[config.mk]
export PLATFORM = sky130hd
export DESIGN_NAME = hazard_forward_unit
export DESIGN_NICKNAME = d
export VERILOG_FILES = /design/src/rtl/hazard_forward_unit.sv
export SDC_FILE = /design/constraint.sdc
export NUM_CORES = 1
export LEC_CHECK = 0
export ABC_CLOCK_PERIOD_IN_PS = 5700
export CAP_MARGIN = 15
export CORE_ASPECT_RATIO = 0.75
export CORE_MARGIN = 3
export CORE_UTILIZATION = 52
export DETAILED_ROUTE_END_ITERATION = 16
export PLACE_DENSITY = 0.9
export SYNTH_ARGS = -nofsm -noshare
export SYNTH_HDL_FRONTEND = slang
export SYNTH_SLANG_ARGS = --single-unit
[constraint.sdc]
create_clock -name clk -period 5.7 [get_ports clk]
set_input_delay 0.855 -clock clk [delete_from_list [all_inputs] [get_ports clk]]
set_output_delay 0.855 -clock clk [all_outputs]
set_load 0.05 [all_outputs]
[src/rtl/hazard_forward_unit.sv]
// Hazard detection and operand-forwarding control for a 5-stage pipeline.
// Tracks the EX/MEM/WB destination info and emits registered forward codes plus stall/flush controls.
module hazard_forward_unit #(
  parameter int CNT_W = 16
) (
  input  logic             clk,
  input  logic             reset,
  input  logic             valid_ID,
  input  logic [4:0]       RS1_ID,
  input  logic [4:0]       RS2_ID,
  input  logic [4:0]       RD_ID,
  input  logic             uses_rs1_ID,
  input  logic             uses_rs2_ID,
  input  logic             RegWrite_ID,
  input  logic             MemRead_ID,
  input  logic             branch_taken_EX,
  output logic [1:0]       forwardA,
  output logic [1:0]       forwardB,
  output logic             PCWrite,
  output logic             IF_IDWrite,
  output logic             bubble_EX,
  output logic             flush_IF_ID,
  output logic             flush_ID_EX,
  output logic [CNT_W-1:0] stall_cnt,
  output logic [CNT_W-1:0] flush_cnt
);

  typedef struct packed {
    logic       valid;
    logic [4:0] rd;
    logic       reg_write;
    logic       mem_read;
  } slot_t;

  localparam int EX  = 0;
  localparam int MEM = 1;

  slot_t            slot_reg  [3];
  slot_t            slot_next [3];
  logic [1:0]       fwd_a_reg, fwd_b_reg;
  logic [CNT_W-1:0] stall_cnt_reg, flush_cnt_reg;

  logic ex_hit_rs1, ex_hit_rs2, load_use, stall, load_ex;

  // x0 is hardwired to zero, so it never creates a dependency.
  function automatic logic writes(input slot_t s, input logic [4:0] r);
    return s.valid && s.reg_write && (s.rd == r) && (r != 5'd0);
  endfunction

  function automatic logic [1:0] fwd_code(input logic use_rs, input logic [4:0] r,
                                          input slot_t ex_s, input slot_t mem_s);
    if (use_rs && writes(ex_s, r))
      return 2'b10;
    else if (use_rs && writes(mem_s, r))
      return 2'b01;
    else
      return 2'b00;
  endfunction

  always_comb begin
    ex_hit_rs1 = uses_rs1_ID && writes(slot_reg[EX], RS1_ID);
    ex_hit_rs2 = uses_rs2_ID && writes(slot_reg[EX], RS2_ID);
    load_use   = valid_ID && slot_reg[EX].valid && slot_reg[EX].mem_read &&
                 slot_reg[EX].reg_write && (ex_hit_rs1 || ex_hit_rs2);
  end

  // A taken branch squashes the ID instruction, so it overrides any stall.
  assign stall   = load_use && !branch_taken_EX;
  assign load_ex = !stall && !branch_taken_EX;

  assign PCWrite     = !stall;
  assign IF_IDWrite  = !stall;
  assign bubble_EX   = stall;
  assign flush_IF_ID = branch_taken_EX;
  assign flush_ID_EX = branch_taken_EX;

  genvar gi;
  generate
    for (gi = 0; gi < 3; gi++) begin : g_slot
      if (gi == 0) begin : g_ex
        assign slot_next[gi] = load_ex ? '{valid: valid_ID, rd: RD_ID, reg_write: RegWrite_ID,
                                           mem_read: MemRead_ID} : '0;
      end else begin : g_shift
        assign slot_next[gi] = slot_reg[gi-1];
      end

      always_ff @(posedge clk) begin
        if (reset)
          slot_reg[gi] <= '0;
        else
          slot_reg[gi] <= slot_next[gi];
      end
    end
  endgenerate

  // Codes are computed against today's EX/MEM, which become MEM/WB when this instruction is in EX.
  always_ff @(posedge clk) begin
    if (reset) begin
      fwd_a_reg <= 2'b00;
      fwd_b_reg <= 2'b00;
    end else if (load_ex) begin
      fwd_a_reg <= fwd_code(uses_rs1_ID, RS1_ID, slot_reg[EX], slot_reg[MEM]);
      fwd_b_reg <= fwd_code(uses_rs2_ID, RS2_ID, slot_reg[EX], slot_reg[MEM]);
    end else begin
      fwd_a_reg <= 2'b00;
      fwd_b_reg <= 2'b00;
    end
  end

  always_ff @(posedge clk) begin
    if (reset) begin
      stall_cnt_reg <= '0;
      flush_cnt_reg <= '0;
    end else begin
      if (stall && (stall_cnt_reg != '1))
        stall_cnt_reg <= stall_cnt_reg + CNT_W'(1);
      if (branch_taken_EX && (flush_cnt_reg != '1))
        flush_cnt_reg <= flush_cnt_reg + CNT_W'(1);
    end
  end

  assign forwardA  = fwd_a_reg;
  assign forwardB  = fwd_b_reg;
  assign stall_cnt = stall_cnt_reg;
  assign flush_cnt = flush_cnt_reg;

endmodule

Yosys cells after proc, flatten, opt, wreduce, memory -nomap -nowiden:

Memory sizes are Yosys's and may differ from the RTL's.
Index checks and enable logic that the tools add are counted.

* register bits: 36
* bits in latches: 0
* bits in writable memories: 24
* memory bits (read-only): 0
* input bits: 23
* output and inout bits: 41
* word-level logic and storage cells: 60
* memories kept: 1

Memory list
* slot_reg: words 3, bits a word 8, rd ports 2, clocked after Yosys merged registers in 0, write ports 3, line 38 `slot_t slot_reg [3];`

* add/sub/neg operators: 2
* $mul: 0
* div/mod/pow operators: 0
* magnitude comparators: 0
* eq/ne operators: 6
* shift-type cells: 0
* mux-type cells: 11
* bitwise gates (word level): 4
* reductions and logical operators: 30

Operators by type and width (number)
* $add 16x1->16 const B: 2
* $mux 8: 4
* $ne 16x16->1 const B: 2
* $logic_and 1x1->1: 22
* $eq 5x5->1: 4
* $reduce_bool 5->1: 2
* $reduce_or 3->1: 2
* $mux 1: 5
* $mux 2: 2
* $or 1x1->1: 3
* $logic_not 1->1: 2
* $reduce_or 2->1: 1
* $logic_or 1x1->1: 1
* $not 1->1: 1

Logic depth before layout (Yosys ltp):

Gate-level depths: netlist of run 1.
An unclocked memory read counts as a cell.

* depth after elaboration: 12
* gate-level depth with buffers: 9
* depth with buffers taken out: 7

Worst setup path before layout of run 1:

No wires, ideal clock.

* path type: input to output
* start: input RS2_ID[1]
* end: output bubble_EX
* arrival: 3216 ps
* required time: 4845 ps
* setup slack: 1629 ps
* stages: 8
* buffers on the path: 3
* path through: or4_1 o21ai_1 or4_1 clkbuf_1 a211o_1 buf_6 clkbuf_1 inv_1

* word-level cells in the longest chain between the ends: 7
* elaborated cells on any way between the ends: 8
* those cells by class: eq/ne (1); reduce/logical (7)

RTL lines
* start: declaration: line 10 `input logic [4:0] RS2_ID,`
* $eq 5x5->1: line 47 `return s.valid && s.reg_write && (s.rd == r) && (r != 5'd0);`
* $logic_and 1x1->1: line 47
* $logic_and 1x1->1 *: line 47
* $logic_and 1x1->1 *: line 62 `ex_hit_rs2 = uses_rs2_ID && writes(slot_reg[EX], RS2_ID);`
* $logic_or 1x1->1 *: line 64 `slot_reg[EX].reg_write && (ex_hit_rs1 || ex_hit_rs2);`
* $logic_and 1x1->1 *: line 64
* $logic_and 1x1->1 *: line 68 `assign stall = load_use && !branch_taken_EX;`
* end: declaration: line 21 `output logic bubble_EX,`

Mark *: on every way between the ends. The rest lies on a longest branch, timed or not.

Worst setup path in the final report of run 1:

* start: input RS2_ID[1]
* end: output PCWrite

* word-level cells in the longest chain between the ends: 8
* elaborated cells on any way between the ends: 9
* those cells by class: eq/ne (1); reduce/logical (8)

RTL lines
* $eq 5x5->1: line 47
* $logic_and 1x1->1: line 47
* $logic_and 1x1->1 *: line 47
* $logic_and 1x1->1 *: line 62
* $logic_or 1x1->1 *: line 64
* $logic_and 1x1->1 *: line 64
* $logic_and 1x1->1 *: line 68
* $logic_not 1->1 *: line 71 `assign PCWrite = !stall;`
* end: declaration: line 19 `output logic PCWrite,`

Marks and branches as above.

==> summary.md, run 1 <==
| Metric | Value |
|---|---|
| Final Util | 73.7% |
| Synth cell types | 38 |
| Detailed Place HPWL | 4120 um |
| I/O pin count | 64 |
| Layout Area Growth over Synthesis | 30.4% |
| Reg2reg start | slot_reg[0][5] |
| First-pass GRT wire length | 9350 um |
| Clock latency on the worst-skew pair | 310 ps |
| Internal Power | 0.518 mW |
| Post-Syn Area | 2400 um2 |
| Pre-CTS WS | 1030 ps |
| CP Capture Type | primary output |
| Final min period | 4680 ps |
| Layout Nets | 352 |
| Pwr dens | 213 nW/um2 |
| Area of the core | 4250 um2 |
| Final setup vio count | 0 |
| Synth top area share | 42.5% |
| Sequential area share after synthesis | 42.5% |
| WL final | 5610 um |
| Post-synth EDFFs | 0 |
| Share of cells above drive strength 1 | 3.36% |
| # Max-Cap Violations | 0 |
| Total Power | 0.667 mW |
| Post-Syn Area per Cell | 8.87 um2 |
| Asr flop ratio synth | 0% |
| Rel. slew slack | 41.1% |
| CTS hold repair buffers | 0 |
| Multi-input gate area | 1280 um2 |
| DRC | 0 |
| Vias in the first global route | 2,063 |
| CP Launch Type | primary input |
| Fmax | 0.214 GHz |
| Worst path required time | 4850 ps |
| HP Start | slot_reg[1][1] |
| Synth top area cells | dfxtp_1 42%, xnor2_1 7.3%, xor2_1 5.1% |
| Sink Count | 51 |
| Root Buffer | clkbuf_8 |
| Synth Flop Type | dfxtp_1 |
| Gr usage total | 21.1% |
| WS Path Type | in -> out |
| N_diodes | 0 |
| Finished Layout Cells | 382 |
| Design area | 3130 um2 |
| Remaining Overflow, GRT | 0 |
| Vias | 2,144 |
| Worst VDD drop | 0.000187 V |
| Remaining antenna violation count | 0 |
| Crit-path max cell delay | 930 ps |
| Post-DP Area | 3030 um2 |
| YS warnings | 0 |
| Largest net degree at the start of global routing | 45 |
| Clock slew at reported path FFs | 80 ps |
| Flops & latches, synth | 51 |
| RePlAce Congestion | 0.881 |
| Fin. Hold Viols | 0 |
| Yosys top cell by area | dfxtp_1 |
| CP arrival | 3820 ps |
| Placed instance count | 375 |
| WL/cell | 14.7 um |
| TNS Setup | 0 ps |
| Vias per inst | 5.61 |
| Period utilisation layout | 82.0% |
| WHS | 468 ps |
| Initial Util | 56.5% |
| Worst Setup SP | RS2_ID[1] |
| Port bufs | 63 |
| Crit-path cells | clkdlybuf4s50_1 -> or4_1 -> o21ai_1 -> or4_1 -> a211o_1 -> clkdlybuf4s50_1 |
| Setup Fix Bufs, Post-CTS | 0 |
| Post-Syn Instances | 271 |
| Switching Share | 22.4% |
| Post_cts resized | 0 |
| Fin. max-slew vios | 0 |
| Initial DRC count | 139 |
| Die H | 64.9 um |
| FF+latch area | 1020 um2 |
| Slew of the pin with the lowest slew margin | 877 ps |
| Unrepaired setup endpoints after global routing | false |
| Top cells by count, synth | 51 x dfxtp_1, 29 x nor2_1, 20 x xnor2_1 |
| Filler Cell Count | 321 |
| Crit-path slowest cell | clkdlybuf4s50_1 |
| LEAKAGE | 1.07 nW |
| Antenna violations before repair | 0 |
| CTS tree | done |
| Clk_skew | 7.22 ps |
| CTS Buf Count | 5 |
| Final WS setup | 1020 ps |
| Clk network pwr share | 36.5% |
| Net switching power | 0.149 mW |
| Syn Nets | 296 |
| Die width | 84.5 um |
| Seq pwr share | 54.8% |
| H-Tree Depth | 2 |
| Drt pass-1 iters | 4 |
| Status | complete, no violations |
| Logic pwr share | 8.6% |
| Hold/Removal Path Class | reg -> reg |
| Most frequent cell after synthesis | dfxtp_1 |
| Die area | 5480 um2 |
| Crit-path max FO | 22 |
| FP Rows | 20 |
| Longest Clk Path Bufs | 2 |
logic make-up after synthesis:
| group | after synthesis | share of synthesized area (%) |
|---|---|---|
| AND/OR/NAND/NOR | 127 | 28.5 |
| flip-flops | 51 | 42.5 |
| XOR/XNOR | 34 | 12.4 |
| AO/OA/AOI/OAI | 30 | 8.49 |
| buffers and inverters | 21 | 4.37 |
| multiplexers | 6 | 2.71 |
| adder cells (fa/ha/maj) | 2 | 1.04 |
layer usage:
layer,up-vias,routed length (um),GRT usage (%)
met5,-,0,0
met4,0,81,5.93
met3,11,243,6.35
met2,53,2670,35.2
met1,1015,2610,26.6
li1,1065,-,-
worst paths after layout:
| path | end | slack (ps) | depth (start not counted) |
|---|---|---|---|
| hold / removal | forwardA[0] | 470 | 2 |
| setup reg to reg | stall_cnt[10] | 2990 | 6 |
| hold reg to reg | forwardA[0] | 470 | 2 |
| setup / recovery | PCWrite | 1020 | 6 |
placed cells by master, fill, tap and decap left out:
master            n
a31oi_1           1
o21ai_0           2
or4_4             1
nand2b_1          2
o31ai_1           7
nand3_1          16
ha_1              2
o211a_1           1
xor2_1           14
inv_1             6
o41ai_1           1
a2111oi_0         1
or4_1            11
nor4_1            6
xnor2_1          20
a21oi_1          10
a21o_1            2
o21ai_1           2
nand2_1          15
clkinvlp_4        1
nor2b_1          11
nor2_1           29
mux2_1            3
nor3b_1           3
dfxtp_1          51
bufinv_16         1
a2111oi_2         1
nand4_1           8
or3_1             4
buf_4             1
nor3_1            7
clkbuf_8          5
and3_1           11
mux2_2            1
nand4b_1          1
a211o_1           2
and4_1            2
clkdlybuf4s50_1  63
mux2i_1           2
power groups by stage:
stage	sequential, mW	clock [mW]	combinational [mW]
3_3_place_gp	0.374	0	0.0556
3_5_place_dp	0.374	0	0.0571
5_1_grt	0.367	0.266	0.0612
4_1_cts	0.366	0.249	0.0574
6_report	0.366	0.244	0.0575
2_1_floorplan	0.378	0	0.0262
critical path, delay by kind of cell:
| kind | cells | cell delay [ps] |
|---|---|---|
| buf+inv | 2 | 1410 |
| simple gates | 2 | 820 |
| compound gates | 2 | 720 |
final cells by class:
| type | instances | area share, % |
|---|---|---|
| clock buffers | 5 | 2.20 |
| clock inverters | 2 | 1.20 |
| inverters | 6 | 0.719 |
| multi-input cells | 199 | 40.8 |
| flip-flops and latches | 51 | 32.6 |
| well taps | 55 | 2.20 |
| repair buffers | 64 | 20.4 |
Power figures use the tool's default switching activity.
==> inputs of run 2 (changes only) <==
ABC_CLOCK_PERIOD_IN_PS = 4050   (was 5700)
CORE_UTILIZATION = 43   (was 52)
PLACE_DENSITY = 0.8   (was 0.9)
clock period = 4.05 ns   (was 5.7 ns; I/O delays follow)
==> run 2 against run 1 <==
Compared with the run above: first-iteration DRC count is 11% lower; sequential power is 41% higher; power is 35% higher; largest power group unchanged.
==> summary.md, run 2 (synthesis gave the netlist of run 1 again) <==
| Metric | Value |
|---|---|
| LEAKAGE | 1.09 nW |
| Die width | 92.3 um |
| # Max-Cap Violations | 0 |
| FP Rows | 22 |
| N_diodes | 0 |
| CP Launch Type | primary input |
| Port bufs | 63 |
| Clk_skew | 8.65 ps |
| Crit-path max FO | 11 |
| Pwr dens | 283 nW/um2 |
| Hold depth | 2 |
| First-pass GRT wire length | 9560 um |
| Initial Util | 46.7% |
| Hold Path Sink | forwardA[0] |
| Worst VDD drop | 0.000150 V |
| TNS Setup | 0 ps |
| Slew of the pin with the lowest slew margin | 827 ps |
| Die H | 70.8 um |
| Vias per inst | 5.20 |
| Sink Count | 51 |
| Final setup vio count | 0 |
| CTS Buf Count | 5 |
| Worst path required time | 3440 ps |
| Root Buffer | clkbuf_8 |
| Setup Fix Bufs, Post-CTS | 0 |
| Post_cts resized | 0 |
| Largest net degree at the start of global routing | 45 |
| Area of the core | 5150 um2 |
| Worst R2R Setup Slack | 1230 ps |
| Final min period | 3430 ps |
| Met2 WL | 2600 um |
| Met1 wire length | 2670 um |
| Reg2reg start | slot_reg[0][6] |
| Layout Nets | 353 |
| Detailed Place HPWL | 4230 um |
| Top layer in use | met4 |
| Share of cells above drive strength 1 | 4.86% |
| Drt pass-1 iters | 4 |
| Unrepaired setup endpoints after global routing | false |
| H-Tree Depth | 2 |
| Met3 wire length | 274 um |
| RePlAce Congestion | 0.826 |
| Status | complete, no violations |
| Hold/Removal Path Class | reg -> reg |
| WS Path Type | in -> out |
| Design area | 3180 um2 |
| Vias | 2,085 |
| Post-DP Area | 3090 um2 |
| Vias in the first global route | 2,001 |
| Fin. max-slew vios | 0 |
| I/O pin count | 64 |
| Period utilisation layout | 84.8% |
| Clock latency on the worst-skew pair | 310 ps |
| Layout Area Growth over Synthesis | 32.5% |
| Fin. Hold Viols | 0 |
| Rel. slew slack | 44.5% |
| Die area | 6530 um2 |
| Most frequent cells in the layout | 60 x clkdlybuf4s50_1, 51 x dfxtp_1, 29 x nor2_1, 20 x xnor2_1, 16 x nand3_1 |
| WL final | 5630 um |
| Remaining antenna violation count | 0 |
| DRC | 0 |
| WL/cell | 14.0 um |
| CP Capture Type | primary output |
| CTS tree | done |
| Gr usage total | 17.9% |
| Fmax | 0.291 GHz |
| CTS hold repair buffers | 0 |
| Commonest non-fill, non-tap cell in the layout | clkdlybuf4s50_1 |
| Remaining Overflow, GRT | 0 |
| Longest Clk Path Bufs | 2 |
| R2R depth | 7 |
| HP Start | slot_reg[1][1] |
| Clock slew at reported path FFs | 90 ps |
| Antenna violations before repair | 0 |
| Initial DRC count | 124 |
| RR Endpoint | stall_cnt[10] |
| CP arrival | 2830 ps |
-- run 2: critical path, stage by stage --
cell and delay (ps):
clkdlybuf4s50_1 460, or4_1 550, o21ai_1 170, or4_1 270
a211o_1 440, inv_1 140, buf_12 170
-- run 2: metrics by stage --
step	power, mW	cells	setup WS (ps)	hold slack [ps]	utilization [%]
floorplan	0.569	271	474	424	-
global placement	0.606	393	615	437	60.0
detailed placement	0.607	393	485	451	60.0
CTS	0.910	401	614	462	61.9
global route	0.939	401	488	499	61.9
finish	0.901	401	616	461	61.9
-- run 2: worst max-delay path by stage --
stage                    from  cells after the start  slack [ps]       endpoint
finish              RS2_ID[1]                      7         620      bubble_EX
global route        RS2_ID[1]                      7         490      bubble_EX
CTS                 RS2_ID[1]                      7         610      bubble_EX
detailed placement  RS2_ID[4]                      8         480  stall_cnt[10]
global placement    RS2_ID[4]                      8         610  stall_cnt[10]
floorplan           RS2_ID[1]                      8         470      bubble_EX
-- run 2: power breakdown --
group          total (mW)  internal, mW  switching (mW)  leakage, nW
clock               0.305         0.128           0.177       0.0502
combinational      0.0807        0.0404          0.0403        0.627
sequential          0.515         0.508         0.00703        0.413
total               0.901         0.677           0.224         1.09
-- run 2: final cells by class --
class / count / area (um2)
well taps: 72 / 90.1
flip-flops and latches: 51 / 1020
clock inverters: 3 / 28.8
repair buffers: 65 / 676
clock buffers: 5 / 68.8
fillers: 494 / 1960
inverters: 6 / 22.5
multi-input cells: 199 / 1280
-- run 2: layer usage --
metal | track usage (%) | vias up
li1 | - | 1066
met1 | 23.9 | 963
met2 | 28.4 | 46
met3 | 4.36 | 10
met4 | 6.10 | 0
met5 | 0 | -
==> inputs of run 3 (changes only) <==
ABC_CLOCK_PERIOD_IN_PS = 2860   (was 4050)
clock period = 2.86 ns   (was 4.05 ns; I/O delays follow)
==> run 3 against run 2 <==
Compared with the run above: register-to-register slack got worse by 890 ps; worst setup slack got worse by 500 ps; sequential share of layout area fell by 1.4 points; worst hold slack got worse by 0.58 ps; largest cell class unchanged; largest power group unchanged.
==> summary.md, run 3 (synthesis gave the netlist of run 1 again) <==
| Metric | Value |
|---|---|
| Largest net degree at the start of global routing | 44 |
| Initial DRC count | 134 |
| First-pass GRT wire length | 10,200 um |
| Vias | 2,215 |
| Vias in the first global route | 2,195 |
| Total Power | 1.30 mW |
| N_diodes | 0 |
| Crit-path max cell delay | 500 ps |
| Die area | 6530 um2 |
| Gr usage total | 19.0% |
| H-Tree Depth | 2 |
| Hold/Removal Path Class | reg -> reg |
| RR Endpoint | stall_cnt[12] |
| Top layer in use | met4 |
| Commonest non-fill, non-tap cell in the layout | dfxtp_1 |
| Clock latency on the worst-skew pair | 300 ps |
| Crit-path max FO | 18 |
| Slew of the pin with the lowest slew margin | 636 ps |
| Worst R2R Setup Slack | 340 ps |
| Net switching power | 0.300 mW |
| Setup Fix Bufs, Post-CTS | 0 |
| Reg2reg start | slot_reg[0][5] |
| Die H | 70.8 um |
| Clock slew at reported path FFs | 90 ps |
| Fin. Hold Viols | 0 |
| Met2 WL | 2780 um |
| Placed instance count | 410 |
| Layout Area Growth over Synthesis | 38.3% |
| Most frequent cells in the layout | 51 x dfxtp_1, 48 x clkdlybuf4s50_1, 29 x nor2_1, 20 x buf_4, 19 x xnor2_1 |
| Remaining antenna violation count | 0 |
| Rel. slew slack | 56.5% |
| Antenna violations before repair | 0 |
| Share of cells above drive strength 1 | 10.4% |
| Met1 wire length | 2830 um |
| Finished Layout Cells | 418 |
| Drt pass-1 iters | 4 |
| WL/cell | 14.3 um |
| WS Path Type | reg -> out |
| Unrepaired setup endpoints after global routing | false |
| Remaining Overflow, GRT | 0 |
| Top cell family by delay on the critical path | simple AND/OR/NAND/NOR gates |
| Internal Power | 1.00 mW |
| WL final | 5970 um |
| Buf/Inv on CP | 3 |
| Die width | 92.3 um |
| CP arrival | 2320 ps |
| Layout Nets | 370 |
| Worst Setup SP | slot_reg[0][5] |
| Final setup vio count | 0 |
| Most common cell on crit path | buf_12 |
| Worst path required time | 2430 ps |
| Worst VDD drop | 0.000191 V |
| RePlAce Congestion | 0.959 |
| Met3 wire length | 289 um |
| Longest Clk Path Bufs | 2 |
| LEAKAGE | 1.21 nW |
| I/O pin count | 64 |
| Critical Path Stages | 7 |
| Seq pwr share | 56.0% |
| DRC | 0 |
| Clk network pwr share | 34.4% |
| CTS hold repair buffers | 0 |
| Vias per inst | 5.30 |
| Sink Count | 51 |
| Area of the core | 5150 um2 |
| Status | complete, no violations |
| Fmax | 0.364 GHz |
| Final Util | 64.6% |
| CTS Buf Count | 5 |
| Crit-path slowest cell | or4_4 |
| Pwr dens | 392 nW/um2 |
| CTS tree | done |
| FP Rows | 22 |
| HP Start | slot_reg[1][1] |
| Port bufs | 63 |
| Crit path to | PCWrite |
| WHS | 461 ps |
| Root Buffer | clkbuf_8 |
| Logic pwr share | 9.5% |
| CP Launch Type | flop |
| Clk_skew | 1.93 ps |
| Fin. max-slew vios | 0 |
| Period utilisation layout | 96.0% |
| Detailed Place HPWL | 4470 um |
| CP Capture Type | primary output |
| Initial Util | 46.7% |
| Switching Share | 23.0% |
| Crit-path cells | xnor2_1 -> nand4_1 -> or4_4 -> a211o_1 -> buf_12 -> buf_4 -> buf_12 |
| R2R depth | 7 |
| # Max-Cap Violations | 0 |
| Final min period | 2740 ps |
## run 3: cell types whose count changed in the layout (fill, tap and decap cells not counted), sizes merged
cell and delta:
buf +19, clkbuf +3, clkdlybuf4s50 -12, clkinv -2, dlygate4sd2 +9, dlymetal6s2s +1
inv -1
## run 3: through the flow
stage,area [um2],setup slack [ps],TNS [ps]
after global placement,3220,-68.3,-333
after floorplan,2400,24.6,0
after detailed placement,3220,-217,-1710
after CTS,3320,38.2,0
final,3320,116,0
after global routing,3320,44.8,0
## run 3: final cells by class
cell class | count | area (um2)
inverter | 6 | 22.5
multi-input combinational | 199 | 1290
fill | 445 | 1820
timing repair buffer | 82 | 802
clock buffer | 8 | 100
sequential | 51 | 1020
tap | 72 | 90.1
## run 3: metal layers
metal,GRT usage (%),vias up
li1,-,1106
met3,4.36,8
met4,5.60,0
met1,25.6,1047
met5,0,-
met2,30.7,54
## run 3: power groups by stage
stage	clock network [mW]	logic, mW	registers (mW)
final	0.449	0.124	0.730
after CTS	0.459	0.125	0.730
after global placement	0	0.124	0.746
after floorplan	0	0.0523	0.754
after global routing	0.490	0.134	0.732
after detailed placement	0	0.128	0.747
## run 3: worst min path at each step
stage                              to  slack [ps]  cells past startpoint
after floorplan           forwardA[0]         420                      2
after global placement    forwardA[0]         440                      2
after detailed placement  forwardA[0]         450                      2
after CTS                 forwardA[0]         460                      2
after global routing      forwardA[0]         490                      2
final                     forwardA[0]         460                      2
## run 3: worst register-to-register path: cells and delay by family, from the launching register on
family,cells,cell delay [ps]
multiplexers,1,350
AO/OA/AOI/OAI,1,310
buffers and inverters,1,160
AND/OR/NAND/NOR,3,990
flip-flops,1,430
XOR/XNOR,1,170
## run 3: repair_timing
item | in CTS | in global routing
resized for setup | 11 | 1
gates cloned | 0 | 0
pin swaps | 6 | 0
endpoints found under the setup margin | 2 | 1
